File: config.mk
export PLATFORM = sky130hd
export DESIGN_NAME = scan_chain_ctrl_flat
export DESIGN_NICKNAME = d
export VERILOG_FILES = /design/src/rtl/scan_chain_ctrl_if.sv /design/src/rtl/scan_chain_ctrl.sv /design/src/flat_wrapper.sv
export SDC_FILE = /design/constraint.sdc
export NUM_CORES = 1
export LEC_CHECK = 0
export BUFFER_PORTS_ARGS = -buffer_cell sky130_fd_sc_hd__buf_4
export CAP_MARGIN = 30
export CORE_ASPECT_RATIO = 0.8
export CORE_UTILIZATION = 54
export DETAILED_ROUTE_END_ITERATION = 12
export PLACE_DENSITY = 0.77
export SLEW_MARGIN = 15
export SYNTH_ARGS = -nofsm -noshare
export SYNTH_HDL_FRONTEND = slang
export SYNTH_SLANG_ARGS = --single-unit
File: constraint.sdc
create_clock -name clk -period 1.8 [get_ports clk]
set_input_delay 0.18 -clock clk [delete_from_list [all_inputs] [get_ports clk]]
set_output_delay 0.18 -clock clk [all_outputs]
set_load 0.05 [all_outputs]
File: src/rtl/scan_chain_ctrl_if.sv
// ============================================================================
//  Module      : scan_chain_ctrl_if
//  Description : Signal bundle between the scan chain controller, the
//                pattern source and the scan chain it drives.
//                Optional compare ports exist only when SCAN_CMP_EN is
//                defined.
//  Revision    : 1.0 - initial release
// ============================================================================
`default_nettype none

interface scan_chain_ctrl_if #(
  parameter int CHAIN_LEN = 8
);

  logic                 start;
  logic [CHAIN_LEN-1:0] pat_in;
  logic                 so;
  logic                 se;
  logic                 si;
  logic                 busy;
  logic                 done;
  logic [CHAIN_LEN-1:0] resp_out;
`ifdef SCAN_CMP_EN
  logic [CHAIN_LEN-1:0] exp_in;
  logic                 mismatch;
`endif

`ifdef SCAN_CMP_EN
  // Tester environment side: pattern source plus the chain tail.
  modport master (
    output start, pat_in, so, exp_in,
    input  se, si, busy, done, resp_out, mismatch
  );

  // Controller side.
  modport slave (
    input  start, pat_in, so, exp_in,
    output se, si, busy, done, resp_out, mismatch
  );
`else
  // Tester environment side: pattern source plus the chain tail.
  modport master (
    output start, pat_in, so,
    input  se, si, busy, done, resp_out
  );

  // Controller side.
  modport slave (
    input  start, pat_in, so,
    output se, si, busy, done, resp_out
  );
`endif

endinterface : scan_chain_ctrl_if

`default_nettype wire

File: src/rtl/scan_chain_ctrl.sv
// ============================================================================
//  Module      : scan_chain_ctrl
//  Description : Tester-side scan chain driver. Shifts a parallel pattern
//                into the chain MSB first, issues one capture cycle, then
//                unloads the chain tail into a parallel response register.
//                Optional feature macro SCAN_CMP_EN adds an expected-response
//                input and a registered mismatch flag.
//  Revision    : 1.0 - initial release
// ============================================================================
`default_nettype none

module scan_chain_ctrl #(
  parameter int CHAIN_LEN = 8,
  parameter int CNT_W     = 4
) (
  input  wire logic         clk,
  input  wire logic         rst,
  scan_chain_ctrl_if.slave  bus
);

  // --------------------------------------------------------------------------
  // State encoding
  // --------------------------------------------------------------------------
  localparam logic [2:0] c_IDLE    = 3'd0;
  localparam logic [2:0] c_SHIFT   = 3'd1;
  localparam logic [2:0] c_CAPTURE = 3'd2;
  localparam logic [2:0] c_UNLOAD  = 3'd3;
  localparam logic [2:0] c_DONE_ST = 3'd4;

  // Terminal count for both the shift and the unload phase.
  localparam logic [CNT_W-1:0] c_LAST = CNT_W'(CHAIN_LEN - 1);

  // --------------------------------------------------------------------------
  // Declarations
  // --------------------------------------------------------------------------
  logic [2:0]           r_state;
  logic [2:0]           w_state_next;
  logic [CNT_W-1:0]     r_cnt;
  logic [CNT_W-1:0]     w_cnt_next;
  logic [CHAIN_LEN-1:0] r_shadow;
  logic [CHAIN_LEN-1:0] r_resp;
  logic [CHAIN_LEN-1:0] w_resp_next;
  logic [CHAIN_LEN-1:0] r_resp_out;
  logic                 r_se;
  logic                 r_si;
  logic                 r_busy;
  logic                 r_done;

  logic                 w_last;
  logic                 w_accept;
  logic                 w_shift_adv;
  logic                 w_unload;
  logic                 w_unload_last;

  assign w_last        = (r_cnt == c_LAST);
  assign w_accept      = (r_state == c_IDLE) && bus.start;
  assign w_shift_adv   = (r_state == c_SHIFT) && !w_last;
  assign w_unload      = (r_state == c_UNLOAD);
  assign w_unload_last = w_unload && w_last;

  // --------------------------------------------------------------------------
  // Response shift path. SO is sampled before the chain moves, entering at
  // bit 0, so the first sample ends up in bit CHAIN_LEN-1.
  // --------------------------------------------------------------------------
  generate
    if (CHAIN_LEN == 1) begin : g_resp_single
      assign w_resp_next = bus.so;
    end else begin : g_resp_multi
      assign w_resp_next = {r_resp[CHAIN_LEN-2:0], bus.so};
    end
  endgenerate

  // Next-state and counter decode for the load/capture/unload sequence.
  always_comb begin
    w_state_next = r_state;
    w_cnt_next   = r_cnt;
    case (r_state)
      c_IDLE: begin
        if (bus.start) begin
          w_state_next = c_SHIFT;
          w_cnt_next   = '0;
        end
      end
      c_SHIFT: begin
        if (w_last) begin
          w_state_next = c_CAPTURE;
          w_cnt_next   = '0;
        end else begin
          w_cnt_next   = r_cnt + 1'b1;
        end
      end
      c_CAPTURE: begin
        w_state_next = c_UNLOAD;
        w_cnt_next   = '0;
      end
      c_UNLOAD: begin
        if (w_last) begin
          w_state_next = c_DONE_ST;
          w_cnt_next   = '0;
        end else begin
          w_cnt_next   = r_cnt + 1'b1;
        end
      end
      c_DONE_ST: begin
        w_state_next = c_IDLE;
        w_cnt_next   = '0;
      end
      default: begin
        w_state_next = c_IDLE;
        w_cnt_next   = '0;
      end
    endcase
  end

  // State and bit counter registers.
  always_ff @(posedge clk or posedge rst) begin
    if (rst) begin
      r_state <= c_IDLE;
      r_cnt   <= '0;
    end else begin
      r_state <= w_state_next;
      r_cnt   <= w_cnt_next;
    end
  end

  // Pattern shadow: latched at acceptance, then shifted left so that its MSB
  // always holds the next bit to present on SI.
  always_ff @(posedge clk or posedge rst) begin
    if (rst) begin
      r_shadow <= '0;
    end else if (w_accept) begin
      r_shadow <= bus.pat_in << 1;
    end else if (w_shift_adv) begin
      r_shadow <= r_shadow << 1;
    end
  end

  // Registered scan-side and status outputs, decoded from the next state.
  always_ff @(posedge clk or posedge rst) begin
    if (rst) begin
      r_se   <= 1'b0;
      r_si   <= 1'b0;
      r_busy <= 1'b0;
      r_done <= 1'b0;
    end else begin
      r_se   <= (w_state_next == c_SHIFT) || (w_state_next == c_UNLOAD);
      r_busy <= (w_state_next != c_IDLE);
      r_done <= (w_state_next == c_DONE_ST);
      if (w_accept) begin
        r_si <= bus.pat_in[CHAIN_LEN-1];
      end else if (w_shift_adv) begin
        r_si <= r_shadow[CHAIN_LEN-1];
      end else begin
        r_si <= 1'b0;
      end
    end
  end

  // Response accumulation during unload, published on the final sample.
  always_ff @(posedge clk or posedge rst) begin
    if (rst) begin
      r_resp     <= '0;
      r_resp_out <= '0;
    end else if (w_unload) begin
      r_resp <= w_resp_next;
      if (w_last) begin
        r_resp_out <= w_resp_next;
      end
    end
  end

`ifdef SCAN_CMP_EN
  logic [CHAIN_LEN-1:0] r_exp_shadow;
  logic                 r_mismatch;

  // Expected response latched alongside the pattern; flag updated with DONE.
  always_ff @(posedge clk or posedge rst) begin
    if (rst) begin
      r_exp_shadow <= '0;
      r_mismatch   <= 1'b0;
    end else begin
      if (w_accept) begin
        r_exp_shadow <= bus.exp_in;
      end
      if (w_unload_last) begin
        r_mismatch <= |(w_resp_next ^ r_exp_shadow);
      end
    end
  end

  assign bus.mismatch = r_mismatch;
`endif

  // --------------------------------------------------------------------------
  // Output mapping
  // --------------------------------------------------------------------------
  assign bus.se       = r_se;
  assign bus.si       = r_si;
  assign bus.busy     = r_busy;
  assign bus.done     = r_done;
  assign bus.resp_out = r_resp_out;

endmodule : scan_chain_ctrl

`default_nettype wire

File: src/flat_wrapper.sv
// flat-port wrapper written by rule: the top's interface ports become plain ports
module scan_chain_ctrl_flat 
#(
  parameter int CHAIN_LEN = 8,
  parameter int CNT_W     = 4
)
  (clk, rst, bus_start, bus_pat_in, bus_so, bus_se, bus_si, bus_busy, bus_done, bus_resp_out);
  scan_chain_ctrl_if #(.CHAIN_LEN(CHAIN_LEN)) bus_i ();
  input  wire logic clk;
  input  wire logic rst;
  input wire logic [$bits(bus_i.start)-1:0] bus_start;
  input wire logic [$bits(bus_i.pat_in)-1:0] bus_pat_in;
  input wire logic [$bits(bus_i.so)-1:0] bus_so;
  output wire logic [$bits(bus_i.se)-1:0] bus_se;
  output wire logic [$bits(bus_i.si)-1:0] bus_si;
  output wire logic [$bits(bus_i.busy)-1:0] bus_busy;
  output wire logic [$bits(bus_i.done)-1:0] bus_done;
  output wire logic [$bits(bus_i.resp_out)-1:0] bus_resp_out;
  assign bus_i.start = bus_start;
  assign bus_i.pat_in = bus_pat_in;
  assign bus_i.so = bus_so;
  assign bus_se = bus_i.se;
  assign bus_si = bus_i.si;
  assign bus_busy = bus_i.busy;
  assign bus_done = bus_i.done;
  assign bus_resp_out = bus_i.resp_out;
  scan_chain_ctrl #(.CHAIN_LEN(CHAIN_LEN), .CNT_W(CNT_W)) u_core (.clk(clk), .rst(rst), .bus(bus_i));
endmodule
Yosys cells after proc, flatten, opt, wreduce, memory -nomap -nowiden
Cells that the tools add are included.

operators by class
  add/subtract/negate cells = 1
  equal/unequal tests = 8
  muxes and demuxes = 11
  reductions and logical operators = 9

operators by type and width
  kind                                                              count
  8-bit two-way mux                                                 2
  3-bit case mux with 4 select lines                                1
  3-bit by 2-bit == test with 1-bit output (second input constant)  3
  3-bit two-way mux                                                 3
  4-bit two-way mux                                                 2
  4-bit case mux with 2 select lines                                1
  3-bit by 1-bit == test with 1-bit output (second input constant)  2
  4-bit by 1-bit adder with 4-bit output (second input constant)    1
  4-bit by 3-bit == test with 1-bit output (second input constant)  1
  3-bit == test (second input constant)                             1
  3-bit zero test                                                   1
  3-bit nonzero test                                                1
  1-bit logical AND                                                 2
  1-bit two-way mux                                                 2
  2-bit inequality test (second input constant)                     1
  2-bit AND reduction                                               1
  2-bit nonzero test                                                1
  2-bit OR reduction                                                1
  1-bit zero test                                                   1
  1-bit logical OR                                                  1

word-level totals
  register bits = 34
  input bits = 12
  output and inout port bits = 12

Logic depth before layout (Yosys ltp)
Gate-level depths: netlist of the first run.

  word-level depth = 5
  mapped depth = 5
  mapped depth without buffers = 4

Worst setup path after synthesis of the first run
OpenSTA, ideal clock, no wires.

  kind = reg-to-reg
  start = register u_core.r_cnt[0]
  end = register u_core.r_shadow[2]
  setup time = 0.148 ns
  arrival time = 1.375 ns
  required time = 1.652 ns
  setup slack = 0.277 ns
  stages on the path, launching flop included = 5
  buffers on the path = 0
  clock period less this slack = 1.523 ns
  path through = dfrtp_1 > ha_1 > and3b_1 > nor3_1 > o211ai_1

between the ends
  cells in the longest elaborated chain, start to end = 4

ends and longest elaborated chain
  item                                      line                    RTL
  start, declared                           scan_chain_ctrl.sv:38   logic [CNT_W-1:0] r_cnt;
  start signal, assigned                    scan_chain_ctrl.sv:122  r_cnt <= w_cnt_next;
  4-bit by 3-bit == test with 1-bit output  scan_chain_ctrl.sv:55   assign w_last = (r_cnt == c_LAST);
  1-bit zero test                           scan_chain_ctrl.sv:57   assign w_shift_adv = (r_state == c_SHIFT) && !w_last;
  1-bit logical AND                         scan_chain_ctrl.sv:57
  2-bit nonzero test (no line)              --
  end signal, assigned                      scan_chain_ctrl.sv:132  r_shadow <= bus.pat_in << 1;
  end signal, assigned                      scan_chain_ctrl.sv:134  r_shadow <= r_shadow << 1;
  end, declared                             scan_chain_ctrl.sv:40   logic [CHAIN_LEN-1:0] r_shadow;

No other way between the ends.
A chain may end at the register's enable or synchronous reset.

Worst setup path in the final report of the first run
  start = register u_core.r_state[0]
  end = register u_core.r_resp_out[2], in the netlist u_core.bus.resp_out[2]

between the ends
  cells in the longest elaborated chain, start to end = 2

ends and longest elaborated chain
  item                                      line                    RTL
  start, declared                           scan_chain_ctrl.sv:36   logic [2:0] r_state;
  start signal, assigned                    scan_chain_ctrl.sv:118  r_state <= c_IDLE;
  start signal, assigned                    scan_chain_ctrl.sv:121  r_state <= w_state_next;
  3-bit by 2-bit == test with 1-bit output  scan_chain_ctrl.sv:58   assign w_unload = (r_state == c_UNLOAD);
  2-bit AND reduction (no line)             --
  end signal, assigned                      scan_chain_ctrl.sv:167  r_resp_out <= w_resp_next;
  end, declared                             scan_chain_ctrl.sv:43   logic [CHAIN_LEN-1:0] r_resp_out;

No other way between the ends.

==> impl_metrics.tcl, run 1 <==
set metrics [dict create \
    run_status "completed" \
    final_net_count 159 \
    viasPerCell 5.46 \
    core-area_um2 2500 \
    unrepaired_setup_endpoints_after_global_routing "false" \
    crit_type "flop to flop" \
    area_overhead_vs_synth_pct 19.2 \
    cp_num_buf_inv 0 \
    detail_route.first_pass.iterations 4 \
    ys_seq_elements 33 \
    yosysSeqAreaShare 0.570 \
    cts-buffers-inserted 5 \
    async_reset_ff_frac 1.00 \
    cts_root_buffer "sky130_fd_sc_hd__clkbuf_4" \
    chipHeight_um 48.3 \
    synthTopCellsByArea "sky130_fd_sc_hd__dfrtp_1 57%, sky130_fd_sc_hd__mux2_1 6.2%, sky130_fd_sc_hd__mux2_2 5.4%" \
    initialDrtViolationCount 41 \
    tritoncts "built" \
    max_cap_viol_count 0 \
    insertedDiodeCount 0 \
    yosys.cell_types.count 30 \
    grt_first_pass_wirelength_mm 4.62 \
    worst_setup_hold_path_clk_slew_ns 0.10 \
    maxClockFrequency_mhz 621 \
    grt_max_degree 34 \
    yosys.area.top_type_share 0.570 \
    hp-class "input pin to flop" \
    yosys.cell_count.top_type "sky130_fd_sc_hd__dfrtp_1" \
    finalWeightedCongestion 0.802 \
    cp_data_arrival_time_ns 1.82 \
    htreeDepth 2 \
    number_of_nets_with_antenna_violations_after_routing 0 \
    clock_skew_ns 0.00957 \
    antenna_violations_before_repair 0 \
    slew_at_the_pin_with_the_worst_max_slew_slack_ns 0.610 \
    synth_warnings 0 \
    place_hpwl_mm 1.84 \
    clock_tree.buffer_depth 2 \
    postSynth.topFlopCell "sky130_fd_sc_hd__dfrtp_1" \
    post_synthesis_instance_area_um2 1450 \
    die_width_um 59.9 \
    hold_slack_final_ns 0.0358 \
    critPathCaptureType "flop" \
    syn-num-nets 128 \
    synth-edff-count 0 \
    design.portCount 24 \
    largest_fanout_of_any_net_on_the_critical_path 9 \
    cp_top_family "flip-flops" \
    starting_density_of_the_core 0.579 \
    timing.final.crit_period_ns 1.61 \
    fin_tns_setup_ns 0 \
    timing.critical_path.from_type "flop" \
    post-cts-setup-buffer-count 0 \
    finalWirelength_mm 2.75 \
    fillerInstances 190 \
    detail_route.wl_per_cell_um 15.0 \
    drc 0 \
    vdd_drop_max_mv 0.871 \
    post_synth.cell_area_avg_um2 12.6 \
    relSlewSlack 0.589 \
    cp_slowest_cell "sky130_fd_sc_hd__dfrtp_1" \
    globalRouteTotalUtil 0.219 \
    power_density_nw_per_um2 1810 \
    critical_path.max_stage_delay_ns 0.60 \
    grt_overflow_total 0 \
    hold_viol_final 0 \
    finalCritPeriodShare 0.894 \
    area_of_the_multi_input_gates_um2 583 \
    cp_data_required_time_ns 2.01 \
    static-leakage-power_nw 0.780 \
    postSynthCellCount 115 \
    drive_above_1_share 0.306 \
    yosys.area.top_type "sky130_fd_sc_hd__dfrtp_1" \
    clock_latency_ns 0.32 \
    finalSetupViolCount 0 \
    report.final.slew_viol_count 0 \
    placementRows 16 \
    critical_path.cell_chain "nand3b_4 -> nor2_4 -> mux2_1" \
    clock-sinks 33 \
    io_buffer_count 23 \
    synth.top_cells.by_count "33 x sky130_fd_sc_hd__dfrtp_1, 19 x sky130_fd_sc_hd__nand2_1, 8 x sky130_fd_sc_hd__mux2_1, 8 x sky130_fd_sc_hd__nand4b_1, 7 x sky130_fd_sc_hd__mux2_2" \
    first_global_vias 987 \
    routed-via-count 1000 \
    die_area_um2 2900 \
    register_area_um2 826 \
]
-- cells by family (layout without fill, tap and decap cells) --
family,after synthesis,in the layout,share of synthesized area
and+or+nand+nor,48,48,0.218
DFF,33,33,0.570
muxes,15,15,0.117
AOI/OAI and AO/OA,11,11,0.0527
buffers and inverters,6,38,0.0276
adders and majority gates,1,1,0.00863
xor gates and xnor gates,1,1,0.00605
-- stage by stage --
stage | setup slack [ns] | power (W) | cell area, um^2 | instances | utilization
6_report | 0.190 | 0.00313 | 1730 | 183 | 0.690
5_1_grt | 0.109 | 0.00332 | 1730 | 183 | 0.690
4_1_cts | 0.175 | 0.00315 | 1730 | 183 | 0.690
3_5_place_dp | 0.184 | 0.00275 | 1670 | 174 | 0.667
3_3_place_gp | 0.249 | 0.00268 | 1670 | 174 | 0.667
2_1_floorplan | 0.277 | 0.00233 | 1450 | 115 | -
-- routing by layer --
layer	vias to the layer above	global-route usage	part of all wire
met5	-	0	0
met2	29	0.320	0.47
met4	0	0.0969	0.016
li1	477	-	-
met1	487	0.303	0.47
met3	7	0.0615	0.049
-- state kept, by name (all words and copies together), names as in the netlist --
signal / flops
u_core.bus.busy: 1
u_core.r_cnt: 4
u_core.bus.se: 1
u_core.bus.si: 1
u_core.bus.done: 1
u_core.r_resp: 7
u_core.bus.resp_out: 8
u_core.r_state: 3
u_core.r_shadow: 7
-- tightest hold or removal path: stages --
cell and delay [ns]:
sky130_fd_sc_hd__buf_4 0.07, sky130_fd_sc_hd__nand2_1 0.03, sky130_fd_sc_hd__nand2_1 0.04
-- power by group --
group          internal (W)  switching [W]
Clock              0.000156       0.000228
Sequential          0.00104       0.000253
Combinational      0.000609       0.000843
-- what timing repair did --
action / 4_1_cts / 5_1_grt
hold endpoints to repair: 33 / 0
resized for setup: 0 / 0
hold buffers: 1 / 0
-- worst paths after layout --
check | from | end | slack (ns) | depth (start not counted)
max | u_core.r_state[0] | u_core.bus.resp_out[2] | 0.19 | 3
min | bus_pat_in[7] | u_core.bus.si | 0.04 | 3
max reg2reg | u_core.r_state[0] | u_core.bus.resp_out[2] | 0.19 | 3
min reg2reg | u_core.bus.resp_out[4] | u_core.bus.resp_out[4] | 0.50 | 1
max in group asynchronous | rst | u_core.r_cnt[3] | 0.99 | 4
min in group asynchronous | rst | u_core.bus.resp_out[4] | 0.50 | 4
-- cell usage in the layout, fill, tap and decap left out, types with 2 or more instances in the layout --
cell type and count:
sky130_fd_sc_hd__dfrtp_1 33, sky130_fd_sc_hd__mux2_2 7, sky130_fd_sc_hd__nor2_1 3, sky130_fd_sc_hd__mux2_1 8, sky130_fd_sc_hd__nor3_1 2, sky130_fd_sc_hd__and2_1 2
sky130_fd_sc_hd__nand4b_1 8, sky130_fd_sc_hd__o211ai_1 6, sky130_fd_sc_hd__clkbuf_4 5, sky130_fd_sc_hd__clkbuf_1 3, sky130_fd_sc_hd__nand2_1 19, sky130_fd_sc_hd__o21ai_0 3
sky130_fd_sc_hd__buf_4 28, sky130_fd_sc_hd__nand3_1 3
-- area by class of cell --
| cell class | instances | area share |
|---|---|---|
| timing repair buffer | 29 | 0.128 |
| tap | 36 | 0.0261 |
| sequential | 33 | 0.478 |
| inverter | 1 | 0.00217 |
| multi-input combinational | 76 | 0.338 |
| clock buffer | 8 | 0.0283 |
No activity file was read; power rests on OpenSTA's default activity.
==> inputs of run 2 (changes only) <==
--- a/config.mk
+++ b/config.mk
@@ -8,6 +8,7 @@
 export BUFFER_PORTS_ARGS = -buffer_cell sky130_fd_sc_hd__buf_4
 export CAP_MARGIN = 30
 export CORE_ASPECT_RATIO = 0.8
+export CORE_MARGIN = 3
 export CORE_UTILIZATION = 54
 export DETAILED_ROUTE_END_ITERATION = 12
 export PLACE_DENSITY = 0.77
==> run 2 against run 1 <==
- total power grew 2.3%
- sequential cell count is the same
- register-to-register slack gained 0.02 ns
- cell count is the same
- worst setup slack gained 0.020 ns
- worst hold slack lost 0.0088 ns
- via count shrank 1.4%
- largest power group unchanged
- non-clock buffer count is the same
- die area grew 16%
- sequential share of layout area shrank 0.58 points
- utilization grew 0.85 points
- global-route usage shrank 2.5 points
==> impl_metrics.tcl, run 2 (synthesis gave the netlist of run 1 again) <==
set metrics [dict create \
    grt_overflow_total 0 \
    finalCritPeriodShare 0.883 \
    io_buffer_count 23 \
    finalWeightedCongestion 0.776 \
    grt_max_degree 34 \
    final_net_count 159 \
    largest_fanout_of_any_net_on_the_critical_path 9 \
    power_density_nw_per_um2 1830 \
    die_width_um 63.9 \
    maxClockFrequency_mhz 629 \
    total_power_w 0.00320 \
    run_status "completed" \
    detail_route.wirelength.met1_mm 1.25 \
    grt_first_pass_wirelength_mm 4.68 \
    fillerInstances 183 \
    vdd_drop_max_mv 1.17 \
    starting_density_of_the_core 0.579 \
    largest_register_ffs 8 \
    relSlewSlack 0.595 \
    dpl_cell_area_um2 1670 \
    commonest_cells_after_routing_fill_and_taps_aside "33 x sky130_fd_sc_hd__dfrtp_1, 28 x sky130_fd_sc_hd__buf_4, 19 x sky130_fd_sc_hd__nand2_1, 8 x sky130_fd_sc_hd__mux2_1, 8 x sky130_fd_sc_hd__nand4b_1" \
    clock_tree.buffer_depth 2 \
    drc 0 \
    fin_cells 183 \
    routed-via-count 986 \
    design.portCount 24 \
    detail_route.first_pass.iterations 4 \
    placementRows 16 \
    static-leakage-power_nw 0.794 \
    die_area_um2 3340 \
    finalSetupViolCount 0 \
    insertedDiodeCount 0 \
    worst_setup_hold_path_clk_slew_ns 0.10 \
    cts_root_buffer "sky130_fd_sc_hd__clkbuf_4" \
    viasPerCell 5.39 \
    core-area_um2 2500 \
    htreeDepth 2 \
    max_cap_viol_count 0 \
    drive_above_1_share 0.327 \
    crit_type "flop to flop" \
    timing.final.crit_period_ns 1.59 \
    place_hpwl_mm 1.98 \
    clock_skew_ns 0.00505 \
    cp_data_required_time_ns 2.02 \
    leading_cell_type_in_the_layout_fill_and_taps_excluded "sky130_fd_sc_hd__dfrtp_1" \
    initialDrtViolationCount 63 \
    maxUsedRoutingLayer "met4" \
    met3_length_um 176 \
    unrepaired_setup_endpoints_after_global_routing "false" \
    cts-buffers-inserted 5 \
    fin_tns_setup_ns 0 \
    detail_route.wl_per_cell_um 15.2 \
    number_of_nets_with_antenna_violations_after_routing 0 \
    globalRouteTotalUtil 0.194 \
    first_global_vias 936 \
    design_area_um2 1750 \
    clock_latency_ns 0.33 \
    antenna_violations_before_repair 0 \
    report.final.slew_viol_count 0 \
    finalWirelength_mm 2.78 \
    met2_wl_post_dr_mm 1.31 \
    hp-class "input pin to flop" \
    slew_at_the_pin_with_the_worst_max_slew_slack_ns 0.603 \
    clock-sinks 33 \
    final_core_utilization 0.699 \
    tritoncts "built" \
    timing.critical_path.from_type "flop" \
    dpl.cell_count 174 \
    hold_viol_final 0 \
    cp_data_arrival_time_ns 1.81 \
    area_overhead_vs_synth_pct 20.6 \
    critPathCaptureType "flop" \
    chipHeight_um 52.3 \
    post-cts-setup-buffer-count 0 \
]
==> run 2: cell types whose count changed in the layout (fill, tap and decap cells not counted) <==
cell / delta
sky130_fd_sc_hd__clkinv_2: +1
sky130_fd_sc_hd__clkbuf_1: -3
sky130_fd_sc_hd__clkbuf_8: +2
==> run 2: final cells by class <==
| type | instances | area, um^2 | share of cell area |
|---|---|---|---|
| Inverter | 1 | 3.75 | 0.00215 |
| Timing Repair Buffer | 29 | 220 | 0.126 |
| Tap cell | 36 | 45.0 | 0.0258 |
| Clock buffer | 7 | 65.1 | 0.0372 |
| Sequential cell | 33 | 826 | 0.472 |
| Clock inverter | 1 | 5.00 | 0.00286 |
| Multi-Input combinational cell | 76 | 583 | 0.334 |
==> run 2: per-stage QoR <==
step	hold slack, ns	worst slack [ns]
floorplan	0.285	0.277
global placement	0.289	0.251
detailed placement	0.297	0.206
CTS	0.0184	0.186
global route	0.00305	0.0977
finish	0.0271	0.210
==> run 2: metal layers <==
metal,global-route usage,vias up
li1,-,476
met1,0.251,476
met2,0.288,29
met3,0.0708,5
met4,0.0968,0
met5,0,-
==> run 2: critical path, stage by stage, from the launching register on <==
cell and delay, ns:
sky130_fd_sc_hd__dfrtp_1 0.59, sky130_fd_sc_hd__nand3b_4 0.22, sky130_fd_sc_hd__nor2_4 0.30, sky130_fd_sc_hd__mux2_1 0.37
==> run 2: power by group <==
group | internal, W | switching [W]
Clock | 0.000226 | 0.000243
Combinational | 0.000608 | 0.000835
Sequential | 0.00104 | 0.000249
==> run 2: timing repair <==
action	in CTS	in global routing
hold endpoints to repair	33	0
resized for setup	0	0
endpoints found under the setup margin	0	0
hold buffers	1	0
==> run 2: worst paths after layout <==
path                                        startpoint                      to  slack [ns]  cells past startpoint
worst min-delay path                     bus_pat_in[7]           u_core.bus.si        0.03                      3
min in group asynchronous                          rst        u_core.r_resp[3]        0.50                      4
worst min register to register  u_core.bus.resp_out[3]  u_core.bus.resp_out[3]        0.50                      1
worst max-delay path                 u_core.r_state[0]  u_core.bus.resp_out[2]        0.21                      3
worst max register to register       u_core.r_state[0]  u_core.bus.resp_out[2]        0.21                      3
max in group asynchronous                          rst         u_core.r_cnt[1]        1.01                      4
